## config.mk

```make
export PLATFORM = sky130hd
export DESIGN_NAME = load_store_unit
export DESIGN_NICKNAME = d
export VERILOG_FILES = /design/src/rtl/load_store_unit.sv
export SDC_FILE = /design/constraint.sdc
export NUM_CORES = 1
export LEC_CHECK = 0
export BUFFER_PORTS_ARGS = -buffer_cell sky130_fd_sc_hd__buf_2
export CAP_MARGIN = 20
export CORE_AREA = 5 5 129 131
export CTS_BUF_LIST = sky130_fd_sc_hd__clkbuf_4 sky130_fd_sc_hd__clkbuf_8
export DETAILED_ROUTE_END_ITERATION = 8
export DIE_AREA = 0 0 134 136
export PLACE_DENSITY_LB_ADDON = 0.25
export SYNTH_ARGS = -nofsm -noshare
export SYNTH_HDL_FRONTEND = slang
export SYNTH_SLANG_ARGS = --single-unit
```

## constraint.sdc

```tcl
create_clock -name clk -period 4.4 [get_ports clk]
set_input_delay 0.88 -clock clk [delete_from_list [all_inputs] [get_ports clk]]
set_output_delay 0.88 -clock clk [all_outputs]
set_load 0.005 [all_outputs]
```

## src/rtl/load_store_unit.sv

```systemverilog
// Load/store unit: accepts one core request at a time, checks it, drives a
// single-word memory port with lane-aligned byte enables, and returns one response.
module load_store_unit #(
  parameter int MEM_ADDR_W = 15
) (
  input  logic                  clk,
  input  logic                  rst_n,
  input  logic                  req_valid,
  output logic                  req_ready,
  input  logic                  is_load,
  input  logic                  is_store,
  input  logic [5:0]            alucode,
  input  logic [31:0]           addr,
  input  logic [31:0]           wdata,
  output logic                  resp_valid,
  input  logic                  resp_ready,
  output logic [31:0]           resp_data,
  output logic                  resp_err,
  output logic                  mem_req,
  input  logic                  mem_gnt,
  output logic [MEM_ADDR_W-1:0] mem_addr,
  output logic [3:0]            mem_be,
  output logic                  mem_we,
  output logic [31:0]           mem_wdata,
  input  logic [31:0]           mem_rdata
);

  localparam logic [5:0] ALU_LB  = 6'd18;
  localparam logic [5:0] ALU_LH  = 6'd19;
  localparam logic [5:0] ALU_LW  = 6'd20;
  localparam logic [5:0] ALU_LBU = 6'd21;
  localparam logic [5:0] ALU_LHU = 6'd22;
  localparam logic [5:0] ALU_SB  = 6'd23;
  localparam logic [5:0] ALU_SH  = 6'd24;
  localparam logic [5:0] ALU_SW  = 6'd25;

  typedef enum logic [1:0] {IDLE, ISSUE, WAIT, RESP} state_t;

  typedef struct packed {
    logic [5:0]            code;
    logic [MEM_ADDR_W+1:0] addr;
    logic [31:0]           wdata;
    logic                  store;
  } req_t;

  // Access size in bytes; 0 marks a code that is not a memory operation.
  function automatic logic [2:0] acc_size(input logic [5:0] c);
    case (c)
      ALU_LB, ALU_LBU, ALU_SB: acc_size = 3'd1;
      ALU_LH, ALU_LHU, ALU_SH: acc_size = 3'd2;
      ALU_LW, ALU_SW:          acc_size = 3'd4;
      default:                 acc_size = 3'd0;
    endcase
  endfunction

  state_t      state, state_n;
  req_t        req_q;
  logic        req_ready_q;
  logic [31:0] resp_data_q;
  logic        resp_err_q;

  logic        accept;
  logic        err_now;
  logic [2:0]  in_size;
  logic        in_ld_code, in_st_code;
  logic        align_err, range_err;

  always_comb begin
    in_size    = acc_size(alucode);
    in_ld_code = (alucode == ALU_LB) || (alucode == ALU_LH) || (alucode == ALU_LW) ||
                 (alucode == ALU_LBU) || (alucode == ALU_LHU);
    in_st_code = (alucode == ALU_SB) || (alucode == ALU_SH) || (alucode == ALU_SW);
    align_err  = ((in_size == 3'd2) && (addr[1:0] == 2'd3)) ||
                 ((in_size == 3'd4) && (addr[1:0] != 2'd0));
    range_err  = |(addr >> (MEM_ADDR_W + 2));
    err_now    = (is_load && is_store) || (is_load && !in_ld_code) ||
                 (is_store && !in_st_code) || align_err || range_err;
  end

  // A valid cycle with no direction is not a request at all.
  assign accept = req_valid && req_ready_q && (is_load || is_store);

  // Lane steering for the latched request.
  logic [1:0]  off;
  logic [2:0]  size_q;
  logic [3:0]  be;
  logic [31:0] wd_lane;
  logic [31:0] rshift;
  logic [31:0] ld_data;

  always_comb begin
    off    = req_q.addr[1:0];
    size_q = acc_size(req_q.code);
    case (size_q)
      3'd1:    be = 4'b0001 << off;
      3'd2:    be = 4'b0011 << off;
      default: be = 4'b1111;
    endcase
    case (req_q.code)
      ALU_SB:  wd_lane = {4{req_q.wdata[7:0]}};
      ALU_SH:  wd_lane = {16'b0, req_q.wdata[15:0]} << {off, 3'b000};
      default: wd_lane = req_q.wdata;
    endcase
    rshift = mem_rdata >> {off, 3'b000};
    case (req_q.code)
      ALU_LB:  ld_data = {{24{rshift[7]}}, rshift[7:0]};
      ALU_LH:  ld_data = {{16{rshift[15]}}, rshift[15:0]};
      ALU_LBU: ld_data = {24'b0, rshift[7:0]};
      ALU_LHU: ld_data = {16'b0, rshift[15:0]};
      default: ld_data = rshift;
    endcase
  end

  always_comb begin
    state_n = state;
    case (state)
      IDLE:    if (accept) state_n = err_now ? RESP : ISSUE;
      ISSUE:   if (mem_gnt) state_n = req_q.store ? RESP : WAIT;
      WAIT:    state_n = RESP;
      RESP:    if (resp_ready) state_n = IDLE;
      default: state_n = IDLE;
    endcase
  end

  always_ff @(posedge clk) begin
    if (!rst_n) begin
      state       <= IDLE;
      req_q       <= '0;
      req_ready_q <= 1'b0;
      resp_data_q <= '0;
      resp_err_q  <= 1'b0;
    end else begin
      state       <= state_n;
      req_ready_q <= (state_n == IDLE);
      if (accept) begin
        req_q.code  <= alucode;
        req_q.addr  <= addr[MEM_ADDR_W+1:0];
        req_q.wdata <= wdata;
        req_q.store <= is_store;
        resp_err_q  <= err_now;
        resp_data_q <= '0;
      end
      if (state == WAIT) resp_data_q <= ld_data;
    end
  end

  logic issue;
  assign issue = (state == ISSUE);

  assign req_ready  = req_ready_q;
  assign resp_valid = (state == RESP);
  assign resp_data  = resp_valid ? resp_data_q : '0;
  assign resp_err   = resp_valid & resp_err_q;

  // Gating with rst_n keeps a grant coinciding with reset from committing a write.
  assign mem_req   = issue & rst_n;
  assign mem_we    = issue & rst_n & req_q.store;
  assign mem_addr  = issue ? req_q.addr[MEM_ADDR_W+1:2] : '0;
  assign mem_be    = issue ? be : 4'b0000;
  assign mem_wdata = issue ? wd_lane : '0;

endmodule

```

==> metrics.md, run 1 <==
| Metric | Value |
|---|---|
| GRT Overall Usage | `0.192` |
| Sink Count | `95` |
| Total power divided by cell area | `between 300 and 400 mW/mm^2` |
| Most frequent cells in the layout | `sky130_fd_sc_hd__buf_2, sky130_fd_sc_hd__nand2_1, sky130_fd_sc_hd__dfxtp_1, sky130_fd_sc_hd__a21oi_1, sky130_fd_sc_hd__and3_1` |
| Instance area at placement | `0.00630 sq mm` |
| CTS clk-pin slew, worst paths | `0.10 ns` |
| TritonCTS clock tree | `yes` |
| DR vias | `roughly 5500` |
| Post-route antenna net violation count | `0` |
| Hold Violations, Final | `0` |
| Routed WL | `roughly 18000 microns` |
| Wire length on met2 | `slightly above 8000 microns` |
| First drt pass iteration count | `6` |
| Main area contributors after synthesis | `sky130_fd_sc_hd__dfxtp_1, sky130_fd_sc_hd__nand2_1, sky130_fd_sc_hd__a21oi_1, sky130_fd_sc_hd__a32o_1, sky130_fd_sc_hd__and3_1` |
| Boundary Pins | `just under 200` |
| Fin cells | `just over 1000` |
| Worst reg2reg setup slack | `1.79 ns` |
| Die Wd | `~130 microns` |
| Max-cap violation count | `0` |
| Crit path arrival time | `2.73 ns` |
| Count of input and output buffers | `around 200` |
| Peak clock frequency supported by timing | `0.277 GHz` |
| Setup violation total in the final timing report | `0` |
| Syn Nets | `around 770` |
| EDFF count, synth | `0` |
| Placed Cells incl. Taps | `around 1000` |
| Maximum level of the CTS H-tree | `3` |
| Post-synthesis area per instance | `7.97 sq um` |
| Placeable core area | `about 0.015 sq mm` |
| Hold crit path type | `register to register` |
| Post-route cell area | `approximately 0.0065 sq mm` |
| Startpoint type of the worst setup path | `register` |
| Most common cell after layout, fill and taps aside | `sky130_fd_sc_hd__buf_2` |
| Unique masters post-synth | `59` |
| Largest net degree at the start of global routing | `75` |
| Post-synthesis instance area | `between 0.005 and 0.006 sq mm` |
| Syn Inst Count | `658` |
| Most frequently used flop master after synthesis | `sky130_fd_sc_hd__dfxtp_1` |
| Share of post-route cells with drive strength above 1 | `0.311` |
| Min-Delay Startpoint | `req_q[45]$_SDFFE_PN0P_` |
| Max-slew headroom | `0.263` |
| DRC violations left | `0` |
| Fill cell count | `approximately 1600` |
| Final-layout setup total negative slack | `0 ns` |
| Hold path cells | `2` |
| Hold EP | `req_q[45]$_SDFFE_PN0P_` |
| Setup Fix Bufs, Post-CTS | `0` |
| Die outline area | `0.0182 sq mm` |
| Number of core rows | `between 40 and 50` |
| Required @ worst endpoint | `3.52 ns` |
| Critical register-to-register path startpoint | `off[1]$_SDFFE_PN0P_` |
| Drt wl/cell | `17.6 microns` |
| Status | `complete, no violations` |
| Destination of the worst register-to-register timing path | `resp_data_q[16]$_SDFFE_PN0P_` |
| Cells on worst reg2reg path | `4` |
| RSZ-0062 raised after global routing | `false` |
| Routed wire length on met3 | `1330 microns` |
| Async set-or-reset flop fraction in the synthesized netlist | `0` |
| Congestion Overflow GR | `0` |
| Largest voltage drop on the vdd net | `roughly 0.00018 V` |
| Worst setup path category | `register to output port` |
| Final cycle utilization of the critical path | `0.820` |
| Setup clock skew after layout | `about 0.0095 ns` |
| Number of hold buffers added after cts | `0` |
| Worst Hold Margin | `0.453 ns` |
| Vias/cell | `~5.4` |
| Top-area cell type share of the netlist area | `0.363` |
| Cell type with the highest aggregate area in the netlist | `sky130_fd_sc_hd__dfxtp_1` |
| Sequential share of the synthesized area | `0.363` |
| Worst setup margin | `between 0.7 and 0.8 ns` |
| Buffer type at the clock tree root | `sky130_fd_sc_hd__clkbuf_8` |
| Signed area change from the synthesized netlist to the final layout | `24.3%` |
| Highest routing layer actually used | `met4` |
| TritonCTS Buffers | `9` |
| Die span in y | `about 140 microns` |
| Post-DP HPWL | `12900 microns` |
| Post-cts resize count | `0` |
| Flip-flop and latch count after synthesis | `95` |
| Buffer levels on the longest clock path | `2` |
| Type of element capturing the critical path | `output port` |
| Initial antenna violation count | `1` |
| Final GP Congestion | `0.878` |
| Worst Setup Slack post-DPL | `around 1.2 ns` |
| Number of pins exceeding their max-slew limit in the final report | `0` |
| Number of design-rule violations left by the first detailed-router iteration | `410` |
| Worst-Margin Slew | `around 1.1 ns` |
| Worst Path Max Fanout | `8` |
| Post-layout min period | `between 3 and 4 ns` |
| Final net count | `930` |
| Synth warnings | `0` |
| Global-route wire length before repair | `~28000 microns` |
| Sum of routed wire segments on met1 | `8140 microns` |
| Leakage dissipation | `approximately 2.9 nW` |
| Via count of the first global-routing pass | `about 5000` |
| Clk_lat worst skew | `0.38 ns` |
| Effective utilization at floorplan | `0.339` |
critical path: stages, from the launching register on:
cell                      delay [ns]
sky130_fd_sc_hd__dfxtp_1        0.37
sky130_fd_sc_hd__nor2b_1        0.54
sky130_fd_sc_hd__nand4_1        0.34
sky130_fd_sc_hd__a21oi_1        0.70
sky130_fd_sc_hd__a221o_2        0.28
sky130_fd_sc_hd__buf_2          0.11
how the worst max path moves through the flow:
| stage | startpoint | end | cells after the start |
|---|---|---|---|
| global placement | req_q[54]$_SDFFE_PN0P_ | mem_wdata[27] | 5 |
| finish | req_q[54]$_SDFFE_PN0P_ | mem_wdata[31] | 5 |
| CTS | req_q[54]$_SDFFE_PN0P_ | mem_wdata[29] | 5 |
| global route | req_q[54]$_SDFFE_PN0P_ | mem_wdata[31] | 5 |
| detailed placement | req_q[54]$_SDFFE_PN0P_ | mem_wdata[31] | 5 |
| floorplan | rst_n | mem_req | 4 |
stage by stage:
step / utilization / power (mW)
after floorplan: - / 1.29
after global placement: 0.407 / 1.46
after detailed placement: 0.407 / 1.46
after CTS: 0.420 / 2.06
after global routing: 0.421 / 2.15
final: 0.421 / 2.04
cell type report:
cell class / instances / area, sq um / area share
Multi-Input combinational cell: 503 / 3080 / 0.472
Inverter: 3 / 11.3 / 0.00173
Sequential cell: 95 / 1900 / 0.292
Clock inverter: 4 / 37.5 / 0.00576
Timing Repair Buffer: 209 / 1080 / 0.166
Antenna cell: 1 / 2.50 / 0.000384
Tap cell: 192 / 240 / 0.0369
Clock buffer: 12 / 165 / 0.0254
cells in the mapped netlist (all sizes together), types with 2 or more instances:
library cell	n
and3	34
a21oi	87
nor3b	5
mux4	2
o211a	2
and2	25
inv	3
dfxtp	95
buf	21
nand2	128
nand3	12
or3	2
o211ai	8
mux2	9
a221o	16
nor4	4
nand2b	2
nor2b	5
xor2	3
a21boi	3
a31oi	2
o2bb2ai	7
nand4	4
nor2	33
nand4b	3
o21a	16
a32o	26
o21ai	10
clkbuf	36
mux2i	17
nor3	14
nand3b	6
or3b	2
where the power goes:
part           switching (mW)  total, mW  internal [mW]  leakage, nW
combinational           0.280      0.462          0.182         1.98
sequential             0.0569      0.982          0.925        0.772
clock                   0.338      0.598          0.259        0.105
total                   0.675       2.04           1.37         2.85
metal layers:
metal,GRT usage,vias up
met3,0.0492,11
met2,0.305,195
met1,0.264,2545
li1,-,2703
met4,0.0429,0
met5,0,-
logic make-up after synthesis:
group | Yosys count | synth area share
AND/OR/NAND/NOR | 284 | 0.269
buffers and inverters | 60 | 0.0506
AO/OA/AOI/OAI | 188 | 0.253
flip-flops | 95 | 0.363
XOR/XNOR | 3 | 0.00501
multiplexers | 28 | 0.0604
state kept, by name, indices dropped and copies added (netlist names), named ones only:
signal / count
req_q: 54
state: 2
off: 2
req_ready: 1
resp_data_q: 32
resp_err_q: 1
(Power assumes the default switching activity.)
==> run 2: changes to the inputs <==
==> constraint.sdc (replaced) <==
create_clock -name clk -period 3.3 [get_ports clk]
set_input_delay 0.66 -clock clk [delete_from_list [all_inputs] [get_ports clk]]
set_output_delay 0.66 -clock clk [all_outputs]
set_load 0.005 [all_outputs]
==> run 2 against run 1 <==
Net effect:
- cell count grew 0.79%
- critical path type unchanged
- clock skew shrank 0.0031 ns
- worst hold slack lost 0.00080 ns
- total power grew 33%
- core utilization grew 0.35 points
- setup slack lost 0.50 ns
- routed wire length grew 0.69%
- clock-buffer cell count shrank 1
- first-iteration DRC count shrank 19%
- die area is the same
- non-clock buffer count grew 9
- combinational power grew 39%
==> metrics.md, run 2 (synthesized netlist as in run 1, its figures left out) <==
| Metric | Value |
|---|---|
| Status | `complete, no violations` |
| Final cycle utilization of the critical path | `0.912` |
| Die Wd | `134 microns (unchanged)` |
| Fin cells | `1027 (+0.79%)` |
| Critical path destination | `mem_wdata[21]` |
| Post-route cell area | `0.00657 sq mm (+0.83%)` |
| Largest net degree at the start of global routing | `48 (-36%)` |
| CTS clk-pin slew, worst paths | `0.09 ns (about the same)` |
| Congestion Overflow GR | `0 (unchanged)` |
| Registers with the highest flip-flop counts | `req_q x54, resp_data_q x32` |
| RSZ-0062 raised after global routing | `false` |
| Setup clock skew after layout | `0.00642 ns (-0.00309 ns)` |
| Switching share of power | `0.318 (-0.0126)` |
| Cell chain of the critical path | `nor4b_4 -> nand4b_2 -> a21oi_4 -> a221o_1 -> buf_2` |
| Clk_lat worst skew | `0.37 ns (about the same)` |
| Instance area at placement | `0.00638 sq mm (+1.2%)` |
| Routed WL | `18000 microns (+0.69%)` |
| Cells on worst reg2reg path | `5 (+1)` |
| Max-cap violation count | `0 (unchanged)` |
| Worst Path Max Fanout | `11 (+3)` |
| Largest register FFs | `54 (unchanged)` |
| Total power divided by cell area | `412 mW/mm^2 (+32%)` |
| Number of pins exceeding their max-slew limit in the final report | `0 (unchanged)` |
| GRT Overall Usage | `0.194 (+0.00121)` |
| DR vias | `5531 (+1.4%)` |
| Post-route antenna net violation count | `0 (unchanged)` |
| Buffer levels on the longest clock path | `2 (unchanged)` |
| Crit. Startpoint | `req_q[52]$_SDFFE_PN0P_` |
| TritonCTS Buffers | `9 (unchanged)` |
| Fill cell count | `1613 (-0.98%)` |
| Post-layout min period | `roughly 3.0 ns` |
| Global-route wire length before repair | `28200 microns (+1.1%)` |
| Most common cell after layout, fill and taps aside | `sky130_fd_sc_hd__buf_2` |
| Most frequent cells in the layout | `sky130_fd_sc_hd__buf_2, sky130_fd_sc_hd__nand2_1, sky130_fd_sc_hd__dfxtp_1, sky130_fd_sc_hd__a21oi_1, sky130_fd_sc_hd__and3_1` |
| Required @ worst endpoint | `2.64 ns (-0.88 ns)` |
| Buffer type at the clock tree root | `sky130_fd_sc_hd__clkbuf_8` |
| Type of element capturing the critical path | `output port` |
| Signed area change from the synthesized netlist to the final layout | `25.3%` |
| Die span in y | `136 microns (unchanged)` |
| Effective utilization at floorplan | `0.339 (unchanged)` |
| Worst setup path category | `register to output port` |
| Hold crit path type | `register to register` |
| Count of input and output buffers | `196 (unchanged)` |
| Final GP Congestion | `0.914 (+4.1%)` |
| Placed Cells incl. Taps | `1011 (+1.0%)` |
| Final-layout setup total negative slack | `0 ns (unchanged)` |
| Via count of the first global-routing pass | `5302 (+3.0%)` |
| Clock share of power | `0.285 (-0.008)` |
| Number of core rows | `46 (unchanged)` |
| Logic pwr share | `0.237 (+0.010)` |
| Peak clock frequency supported by timing | `0.332 GHz` |
| Leakage dissipation | `2.89 nW (+1.4%)` |
| Initial antenna violation count | `2 (+1)` |
| Number of hold buffers added after cts | `0 (unchanged)` |
| Stage delay of the slowest cell on the critical path | `0.44 ns (-0.26 ns)` |
| DRC violations left | `0 (unchanged)` |
| Crit path arrival time | `2.35 ns (-0.38 ns)` |
| Vias/cell | `5.39 (+0.62%)` |
| Placeable core area | `0.0155 sq mm (unchanged)` |
| Internal | `1.85 mW (+35%)` |
| Die outline area | `0.0182 sq mm (unchanged)` |
| Final net count | `939 (+0.97%)` |
| Worst Hold Margin | `0.452 ns (-0.000804 ns)` |
| Boundary Pins | `197 (unchanged)` |
| Hold Violations, Final | `0 (unchanged)` |
| Setup violation total in the final timing report | `0 (unchanged)` |
| Number of design-rule violations left by the first detailed-router iteration | `331 (-19%)` |
| Critical register-to-register path startpoint | `req_ready$_SDFF_PN0_` |
| Worst-Margin Slew | `1.10 ns (+0.00300 ns)` |
| Startpoint type of the worst setup path | `register` |
| Largest register by flop count | `req_q` |
| Sink Count | `95 (unchanged)` |
| First drt pass iteration count | `4 (-2)` |
| Post-DP HPWL | `13200 microns (+2.7%)` |
| Worst reg2reg setup slack | `1.19 ns (-0.60 ns)` |
| Drt wl/cell | `17.5 microns (about the same)` |
| Switching component of the power | `0.862 mW (+28%)` |
| Maximum level of the CTS H-tree | `3 (unchanged)` |
| Share of post-route cells with drive strength above 1 | `0.319 (+0.00781)` |
| Standard cell with the maximum stage delay on the critical path | `sky130_fd_sc_hd__dfxtp_1` |
| TritonCTS clock tree | `yes` |
| Largest voltage drop on the vdd net | `0.000213 V (+18%)` |
| Max-slew headroom | `0.263 (-0.000722)` |
| Share of total power in sequential cells | `0.478 (-0.003)` |
run 2: layer usage:
metal,part of all wire,global-route usage,vias to the layer above
met3,0.070,0.0429,27
met2,0.45,0.299,221
li1,-,-,2724
met1,0.46,0.270,2557
met5,0.00039,0,-
met4,0.018,0.0594,2
run 2: worst min-delay path by stage:
stage,start,end,slack (ns),depth (start not counted)
floorplan,req_q[35]$_SDFFE_PN0P_,req_q[35]$_SDFFE_PN0P_,0.43,2
global placement,req_q[49]$_SDFFE_PN0P_,req_q[49]$_SDFFE_PN0P_,0.44,2
detailed placement,req_q[49]$_SDFFE_PN0P_,req_q[49]$_SDFFE_PN0P_,0.44,2
CTS,req_q[49]$_SDFFE_PN0P_,req_q[49]$_SDFFE_PN0P_,0.46,2
global route,req_q[49]$_SDFFE_PN0P_,req_q[49]$_SDFFE_PN0P_,0.47,2
finish,req_q[38]$_SDFFE_PN0P_,req_q[38]$_SDFFE_PN0P_,0.45,2
run 2: repair_timing:
action / CTS / global route
setup endpoints to repair: 0 / 10
gates resized for setup: 0 / 1
buffers inserted: 0 / 0
run 2: power by group through the flow:
| stage | Clock, mW | Sequential [mW] | Combinational, mW |
|---|---|---|---|
| finish | 0.772 | 1.29 | 0.643 |
| global route | 0.842 | 1.31 | 0.719 |
| CTS | 0.798 | 1.29 | 0.646 |
| detailed placement | 0 | 1.32 | 0.644 |
| global placement | 0 | 1.32 | 0.641 |
| floorplan | 0 | 1.30 | 0.417 |
run 2: area by class of cell:
| cell class | count | area, sq um | area share |
|---|---|---|---|
| Inverter | 3 | 11.3 | 0.00171 |
| Clock inverter | 4 | 47.5 | 0.00724 |
| Multi-Input combinational cell | 503 | 3080 | 0.469 |
| Clock buffer | 11 | 139 | 0.0211 |
| Timing Repair Buffer | 218 | 1150 | 0.174 |
| Sequential cell | 95 | 1900 | 0.290 |
| Antenna cell | 1 | 2.50 | 0.000381 |
| Tap cell | 192 | 240 | 0.0366 |
run 2: through the flow:
step,setup WS [ns],power [mW],util
2_1_floorplan,1.09,1.71,-
3_3_place_gp,0.703,1.96,0.412
3_5_place_dp,0.614,1.96,0.412
4_1_cts,0.187,2.74,0.424
5_1_grt,0.119,2.87,0.424
6_report,0.290,2.71,0.424
run 2: worst max-delay path, delay by kind of cell, from the launching register on:
family / cells / cell delay (ns)
simple gates: 2 / 0.81
compound gates: 2 / 0.62
flops: 1 / 0.44
buf+inv: 1 / 0.11
==> run 3: changes to the inputs <==
--- a/config.mk
+++ b/config.mk
@@ -11,7 +11,7 @@
 export CTS_BUF_LIST = sky130_fd_sc_hd__clkbuf_4 sky130_fd_sc_hd__clkbuf_8
 export DETAILED_ROUTE_END_ITERATION = 8
 export DIE_AREA = 0 0 134 136
-export PLACE_DENSITY_LB_ADDON = 0.25
+export PLACE_DENSITY = 0.72
 export SYNTH_ARGS = -nofsm -noshare
 export SYNTH_HDL_FRONTEND = slang
 export SYNTH_SLANG_ARGS = --single-unit
==> run 3 against run 2 <==
Net effect:
- clock skew grew 0.00073 ns
- sequential cell count stayed put
- fmax decreased by 2.2%
- critical endpoint is now mem_wdata[26]
==> metrics.md, run 3 (synthesized netlist as in run 1, its figures left out) <==
| Metric | Value |
|---|---|
| Status | `complete, no violations` |
| Worst setup margin | `0.223 ns (-0.0676 ns)` |
| GRT Overall Usage | `0.186 (-0.00747)` |
| Clk_lat worst skew | `0.37 ns (about the same)` |
| Placed Cells incl. Taps | `1005 (-0.59%)` |
| Die outline area | `0.0182 sq mm (unchanged)` |
| Vias/cell | `5.39 (about the same)` |
| Multi-input gate area in the final layout | `0.00308 sq mm (about the same)` |
| Hold crit path type | `register to register` |
| Total power divided by cell area | `413 mW/mm^2 (+0.12%)` |
| Post-layout min period | `3.08 ns (+0.0676 ns)` |
| Crit path arrival time | `2.42 ns (+0.07 ns)` |
| Cell chain of the critical path | `nor4b_4 -> nand4_1 -> a21oi_1 -> a221o_2 -> buf_2` |
| Post-DP HPWL | `13200 microns (about the same)` |
| Hold Violations, Final | `0 (unchanged)` |
| Largest net degree at the start of global routing | `50 (+4.2%)` |
| Count of input and output buffers | `196 (unchanged)` |
| Maximum level of the CTS H-tree | `3 (unchanged)` |
| Startpoint type of the worst setup path | `register` |
| Initial antenna violation count | `1 (-1)` |
| Max-slew headroom | `0.329 (+0.0662)` |
| Post-route antenna net violation count | `0 (unchanged)` |
| Largest register FFs | `54 (unchanged)` |
| Sink Count | `95 (unchanged)` |
| DRC violations left | `0 (unchanged)` |
| Buffer levels on the longest clock path | `2 (unchanged)` |
| Boundary Pins | `197 (unchanged)` |
| Global-route wire length before repair | `27200 microns (-3.6%)` |
| Setup violation total in the final timing report | `0 (unchanged)` |
| Number of design-rule violations left by the first detailed-router iteration | `362 (+9.4%)` |
| Worst Path Max Fanout | `15 (+4)` |
| Standard cell with the maximum stage delay on the critical path | `sky130_fd_sc_hd__a21oi_1` |
| TritonCTS Buffers | `9 (unchanged)` |
| Setup Fix Bufs, Post-CTS | `0 (unchanged)` |
| TritonCTS clock tree | `yes` |
| Largest voltage drop on the vdd net | `0.000246 V (+15%)` |
| Area taken by flip-flops and latches | `0.00190 sq mm (unchanged)` |
| Leakage dissipation | `2.87 nW (-0.91%)` |
| Setup clock skew after layout | `0.00716 ns (+0.000732 ns)` |
| Signed area change from the synthesized netlist to the final layout | `24.8%` |
| Via count of the first global-routing pass | `5220 (-1.5%)` |
| Worst setup path category | `register to output port` |
| Most common cell after layout, fill and taps aside | `sky130_fd_sc_hd__buf_2` |
| Peak clock frequency supported by timing | `0.325 GHz (-2.2%)` |
| CTS clk-pin slew, worst paths | `0.09 ns (about the same)` |
| Final GP Congestion | `0.900 (-1.5%)` |
| Worst Setup Slack post-DPL | `0.650 ns (+0.0360 ns)` |
| Post-cts resize count | `0 (unchanged)` |
| Share of post-route cells with drive strength above 1 | `0.314 (-0.00531)` |
| Final-layout setup total negative slack | `0 ns (unchanged)` |
| Final net count | `933 (-0.64%)` |
| Effective utilization at floorplan | `0.339 (unchanged)` |
| Worst Hold Margin | `0.453 ns (+0.00151 ns)` |
| Max-cap violation count | `0 (unchanged)` |
| Number of hold buffers added after cts | `0 (unchanged)` |
| Critical path buffer and inverter count | `1 (unchanged)` |
| Most frequent cells in the layout | `sky130_fd_sc_hd__buf_2, sky130_fd_sc_hd__nand2_1, sky130_fd_sc_hd__dfxtp_1, sky130_fd_sc_hd__a21oi_1, sky130_fd_sc_hd__and3_1` |
| Stage delay of the slowest cell on the critical path | `0.54 ns (+0.10 ns)` |
| Fin cells | `1022 (-0.49%)` |
| Required @ worst endpoint | `2.64 ns (about the same)` |
| Number of core rows | `46 (unchanged)` |
| Drt wl/cell | `17.1 microns (-2.4%)` |
| Number of pins exceeding their max-slew limit in the final report | `0 (unchanged)` |
| DR vias | `5505 (-0.47%)` |
| Die Wd | `134 microns (unchanged)` |
| Placeable core area | `0.0155 sq mm (unchanged)` |
| RSZ-0062 raised after global routing | `false` |
| Final cycle utilization of the critical path | `0.933 (+0.0205)` |
| Type of element capturing the critical path | `output port` |
| Buffer type at the clock tree root | `sky130_fd_sc_hd__clkbuf_8` |
| Largest register by flop count | `req_q` |
| Cell class contributing the biggest share of worst-path delay | `compound AO/OA/AOI/OAI gates` |
| Registers with the highest flip-flop counts | `req_q x54, resp_data_q x32` |
| Congestion Overflow GR | `0 (unchanged)` |
| Worst-Margin Slew | `1.00 ns (-0.101 ns)` |
| Fill cell count | `1585 (-1.7%)` |
| Die span in y | `136 microns (unchanged)` |
| Routed WL | `17500 microns (-2.8%)` |
| First drt pass iteration count | `5 (+1)` |
-- run 3: worst paths after layout --
check,slack [ns],cells past startpoint,end,start
worst max-delay path,0.22,5,mem_wdata[26],req_q[50]$_SDFFE_PN0P_
worst min-delay path,0.45,2,req_q[46]$_SDFFE_PN0P_,req_q[46]$_SDFFE_PN0P_
worst max register to register,1.11,5,resp_data_q[22]$_SDFFE_PN0P_,state[1]$_SDFF_PN0_
worst min register to register,0.45,2,req_q[46]$_SDFFE_PN0P_,req_q[46]$_SDFFE_PN0P_
-- run 3: layout make-up --
type,count,area share
Clock inverter,7,0.0107
Sequential cell,95,0.291
Tap cell,192,0.0367
Multi-Input combinational cell,503,0.471
Timing Repair Buffer,212,0.170
Clock buffer,9,0.0189
Antenna cell,1,0.000383
Inverter,3,0.00172
-- run 3: worst register-to-register path: stages (launching register included) --
cell and delay [ns]:
sky130_fd_sc_hd__dfxtp_1 0.34, sky130_fd_sc_hd__buf_4 0.33, sky130_fd_sc_hd__nor2b_1 0.24, sky130_fd_sc_hd__nand4b_1 0.14, sky130_fd_sc_hd__nor3_2 0.85, sky130_fd_sc_hd__o21a_1 0.24
-- run 3: power by group --
group          internal [mW]  switching (mW)  total (mW)
registers               1.23          0.0669        1.30
logic                  0.250           0.385       0.635
clock network          0.352           0.415       0.766
-- run 3: stage by stage --
stage / power [mW] / utilization / cell area [sq um]
final: 2.70 / 0.422 / 6540
after global placement: 1.95 / 0.410 / 6340
after floorplan: 1.71 / - / 5240
after global routing: 2.86 / 0.422 / 6540
after detailed placement: 1.96 / 0.410 / 6340
after CTS: 2.73 / 0.422 / 6540
-- run 3: per-layer routing --
layer  up-vias  routed length [microns]  share of wire  GRT usage
met3        48                      991          0.057     0.0303
met5         -                        0              0          0
met4         0                      630          0.036     0.0983
li1       2705                        -              -          -
met2       204                     8100           0.46      0.292
met1      2548                     7780           0.44      0.246
